**src/rtl/pc_sequencer.sv**
```systemverilog
// pc_sequencer: owns the fetch PC, issues valid/ready fetch requests,
// applies branch redirects and halt/resume. The PC+1 increment comes from
// the external combinational pc_adder (pc_adder_in -> pc_adder_out).
// Optional return-address stack is compiled in with `define PC_SEQ_RAS_EN.
module pc_sequencer #(
    parameter int                    DATA_WIDTH = 11,
    parameter logic [DATA_WIDTH-1:0] RESET_ADDR = '0,
    parameter int                    RAS_DEPTH  = 4
) (
    input  logic                  clk,
    input  logic                  rst,
    output logic [DATA_WIDTH-1:0] pc_adder_in,
    input  logic [DATA_WIDTH-1:0] pc_adder_out,
    output logic                  fetch_valid,
    output logic [DATA_WIDTH-1:0] fetch_addr,
    input  logic                  fetch_ready,
    input  logic                  branch_taken,
    input  logic [DATA_WIDTH-1:0] branch_target,
    input  logic                  call,
    input  logic                  ret,
    input  logic                  halt_req,
    input  logic                  resume,
    output logic                  halted,
    output logic                  ras_err
);

    typedef enum logic [1:0] {IDLE, FETCH, HALT} state_t;

    state_t                state;
    logic [DATA_WIDTH-1:0] pc;
    logic [DATA_WIDTH-1:0] pc_next;
    logic                  accept;
    logic                  redir_en;
    logic                  do_ret;
    logic [DATA_WIDTH-1:0] ret_addr;

    assign pc_adder_in = pc;
    assign fetch_addr  = pc;
    assign accept      = fetch_valid & fetch_ready;
    // Redirects are dropped during the single IDLE cycle after reset.
    assign redir_en    = (state != IDLE);

`ifdef PC_SEQ_RAS_EN
    localparam int PW = (RAS_DEPTH > 1) ? $clog2(RAS_DEPTH) : 1;

    logic [DATA_WIDTH-1:0] stack [RAS_DEPTH];
    logic [PW-1:0]         ptr;      // next slot to write; top is ptr-1
    logic [PW:0]           count;
    logic [PW-1:0]         top_idx;
    logic                  do_push;
    logic                  empty;

    assign top_idx  = ptr - 1'b1;
    assign empty    = (count == '0);
    assign do_ret   = redir_en & ret;
    assign do_push  = redir_en & call & branch_taken & ~ret;
    // Popping an empty stack falls back to the reset address.
    assign ret_addr = empty ? RESET_ADDR : stack[top_idx];

    // Stack pointer, occupancy and sticky error flag.
    always_ff @(posedge clk or posedge rst) begin
        if (rst) begin
            ptr     <= '0;
            count   <= '0;
            ras_err <= 1'b0;
        end else if (do_ret) begin
            if (empty) begin
                ras_err <= 1'b1;
            end else begin
                ptr   <= top_idx;
                count <= count - 1'b1;
            end
        end else if (do_push) begin
            ptr <= ptr + 1'b1;
            // Full push wraps over the oldest entry; occupancy saturates.
            if (count == (PW+1)'(RAS_DEPTH)) ras_err <= 1'b1;
            else                             count   <= count + 1'b1;
        end
    end

    // Stack storage; no reset needed, occupancy guards reads.
    always_ff @(posedge clk) begin
        if (do_push) stack[ptr] <= pc_adder_out;
    end
`else
    logic unused_ras;

    assign do_ret     = 1'b0;
    assign ret_addr   = RESET_ADDR;
    assign ras_err    = 1'b0;
    assign unused_ras = ^{call, ret, RAS_DEPTH};
`endif

    // Next-PC select: ret, then branch, then sequential advance on accept.
    always_comb begin
        pc_next = pc;
        if (do_ret)                        pc_next = ret_addr;
        else if (redir_en && branch_taken) pc_next = branch_target;
        else if (accept)                   pc_next = pc_adder_out;
    end

    // Control FSM with registered fetch_valid/halted, plus the PC register.
    always_ff @(posedge clk or posedge rst) begin
        if (rst) begin
            state       <= IDLE;
            pc          <= RESET_ADDR;
            fetch_valid <= 1'b0;
            halted      <= 1'b0;
        end else begin
            pc <= pc_next;
            case (state)
                IDLE: begin
                    if (halt_req) begin
                        state  <= HALT;
                        halted <= 1'b1;
                    end else begin
                        state       <= FETCH;
                        fetch_valid <= 1'b1;
                    end
                end
                FETCH: begin
                    if (halt_req) begin
                        state       <= HALT;
                        fetch_valid <= 1'b0;
                        halted      <= 1'b1;
                    end
                end
                HALT: begin
                    if (resume && !halt_req) begin
                        state       <= FETCH;
                        fetch_valid <= 1'b1;
                        halted      <= 1'b0;
                    end
                end
                default: begin
                    state       <= IDLE;
                    fetch_valid <= 1'b0;
                    halted      <= 1'b0;
                end
            endcase
        end
    end

endmodule

```
**config.mk**
```make
export PLATFORM = sky130hd
export DESIGN_NAME = pc_sequencer
export DESIGN_NICKNAME = d
export VERILOG_FILES = /design/src/rtl/pc_sequencer.sv
export SDC_FILE = /design/constraint.sdc
export NUM_CORES = 1
export LEC_CHECK = 0
export ABC_AREA = 1
export CORE_MARGIN = 2
export CORE_UTILIZATION = 23
export CTS_CLUSTER_DIAMETER = 200
export DETAILED_ROUTE_END_ITERATION = 6
export PLACE_DENSITY = 0.53
export SLEW_MARGIN = 25
export SYNTH_ARGS = -nofsm -noshare
export SYNTH_HDL_FRONTEND = slang
export SYNTH_SLANG_ARGS = --single-unit
```
**constraint.sdc**
```tcl
create_clock -name clk -period 1.4 [get_ports clk]
set_clock_uncertainty 0.05 [all_clocks]
set_input_delay 0.21 -clock clk [delete_from_list [all_inputs] [get_ports clk]]
set_output_delay 0.21 -clock clk [all_outputs]
set_load 0.01 [all_outputs]
```
==> summary.md <==
| Metric | Value |
|---|---|
| Max Root-Sink Buffers | `2` |
| Die area | `0.00444 mm^2` |
| # setup viols final | `0` |
| Initial antenna violation count | `0` |
| Reg2Reg Setup Slack | `0.15 ns` |
| Crit end category | `register` |
| Worst skew pair latency | `0.24 ns` |
| Pre-Repair DR Iteration Count | `4` |
| Cell Area, Synth | `902 um^2` |
| Arrival @ worst endpoint | `1.34 ns` |
| Synth Register Bits | `15` |
| Unrepaired setup endpoints after global routing | `false` |
| CP endpoint | `fetch_addr[5]` |
| Clock-pin slew on the worst setup and hold paths | `0.06 ns` |
| Yosys cell types | `12` |
| CP Data Required Time | `1.49 ns` |
| Period utilization | `0.896` |
| Design area | `0.00139 mm^2` |
| Status | `finished clean` |
| Vias | `849` |
| Hold Vio Cnt, Final | `0` |
| R2R Path End | `fetch_addr[5]` |
| Initial core utilization | `0.243` |
| CTS H-tree lvls | `1` |
| PortBufs | `51` |
| Vias in the first global route | `766` |
| Worst VDD drop | `0.640 mV` |
| Path depth of the worst reg2reg path | `5` |
| Top cell type by total area after synthesis | `dfrtp_1` |
| Maximum clock frequency | `0.797 GHz` |
| Largest net degree at the start of global routing | `16` |
| FF-to-FF Start | `state[0]` |
| Pwr Density | `1820 mW/mm^2` |
| Ratio of cells with drive above 1 in the final layout | `0.0460` |
| Gr ovfl total | `0` |
| Post-DRT Antenna Nets | `0` |
| DRC viols | `0` |
| IO Count | `55` |
| Die height | `66.6 um` |
| Avg Vias per Cell | `3.82` |
| Area after DPL | `0.00137 mm^2` |
| DRT iter0 DRCs | `25` |
| Synth area leaders | `dfrtp_1 42%, nand2_1 23%, inv_1 11%` |
| Synth Area per Inst | `6.83 um^2` |
| CP Max Fanout | `8` |
| Setup bufs post-CTS | `0` |
| Crit path from | `state[0]` |
| CTS Buf Count | `3` |
| Area Growth Syn to Fin | `54.2%` |
| Minimum clock period | `1.25 ns` |
| Final Net Count | `205` |
| Net Count, Synth | `162` |
| Hpwl dp | `1670 um` |
| Diode count | `0` |
| Seq/Total Area, Yosys | `0.416` |
| # clock sinks | `15` |
| Max_cap viols | `0` |
| Clock root buffer | `clkbuf_8` |
| GRT Util Overall | `0.102` |
| FP Rows | `22` |
| Synth warn | `0` |
| Die X | `66.6 um` |
| Core area | `0.00372 mm^2` |
| Top cell type's share of synthesized area | `0.416` |
| Post-Route WL | `2110 um` |
| Routed length per instance | `9.49 um` |
| Hold_ws | `0.211 ns` |
| Gpl congestion | `0.727` |
| CTS tree | `built` |
| P_leak | `0.778 nW` |
| CTS Hold Buffers Added | `0` |
| Worst hold path type | `input pin to async pin` |
| Critical Path Source Type | `register` |
| Mapped Cells | `132` |
| First-pass GRT wire length | `3360 um` |
| Crit path kind | `register to register` |
| Max Slew Vio Count | `0` |
[report_power, final]
group / internal (mW) / switching [mW]
registers: 0.659 / 0.176
clock network: 0.201 / 0.136
logic: 0.648 / 0.711
total: 1.51 / 1.02
[worst min path at each step]
stage / startpoint / endpoint / slack (ns)
detailed placement: halted / halted / 0.42
finish: rst / halted / 0.21
CTS: rst / halted / 0.22
floorplan: rst / fetch_addr[0] / 0.06
global placement: halted / halted / 0.42
global route: rst / halted / 0.22
[registers in the layout, summed over array words and instances (netlist names)]
name,count
fetch_addr,11
halted,1
state,2
fetch_valid,1
[repair_timing]
action,CTS,global route
endpoints found under the setup margin,23,1
gates cloned,0,0
gates resized for setup,23,1
[final cells by class]
cell class	count	area [um^2]
Clock buffer	4	45.0
Fill cell	424	2320
Inverter	27	101
Multi-Input combinational cell	74	303
Sequential cell	15	375
Tap cell	48	60.1
Timing Repair Buffer	54	507
[logic make-up after synthesis]
group,count (synthesis),share of synthesized area
AO/OA/AOI/OAI,1,0.00971
AND/OR/NAND/NOR,72,0.322
flip-flops,15,0.416
buffers and inverters,43,0.248
other,1,0.00416
[synthesized netlist by cell type (all sizes together)]
cell    count
nand3      13
nor2        2
nand3b      1
nand2      56
dfrtp      15
conb        1
inv        27
o21ai       1
buf        16
[stage by stage]
| stage | TNS [ns] | setup WS (ns) | utilization | cells | power, mW |
|---|---|---|---|---|---|
| finish | 0 | 0.146 | 0.374 | 222 | 2.53 |
| global route | 0 | 0.0319 | 0.374 | 222 | 2.79 |
| CTS | 0 | 0.000739 | 0.374 | 222 | 2.59 |
| detailed placement | -0.143 | -0.0241 | 0.369 | 218 | 2.49 |
| global placement | -0.0614 | -0.0129 | 0.369 | 218 | 2.45 |
| floorplan | 0 | 0.346 | - | 132 | 1.81 |
[cell usage in the layout, fill, tap and decap left out, types with 2 or more instances in the layout]
master	netlist	layout
inv_1	26	26
nand3_1	13	13
nor2_1	2	2
dlygate4sd2_1	0	23
dfrtp_1	15	15
nand2_1	56	56
clkbuf_8	0	3
clkdlybuf4s50_1	0	27
buf_4	12	3
[layer usage]
metal,GRT usage,wire (um),vias to the layer above
met3,0.0372,169,2
met5,0,0,-
met2,0.171,1020,29
li1,-,-,451
met1,0.120,900,367
met4,0.0306,21,0
[worst max-delay path, stage by stage, from the launching register on]
cell	delay [ns]
dfrtp_1	0.42
o21ai_2	0.27
buf_4	0.22
nand3_1	0.09
nand2_1	0.06
inv_1	0.03
No activity file was read; power rests on OpenSTA's default activity.
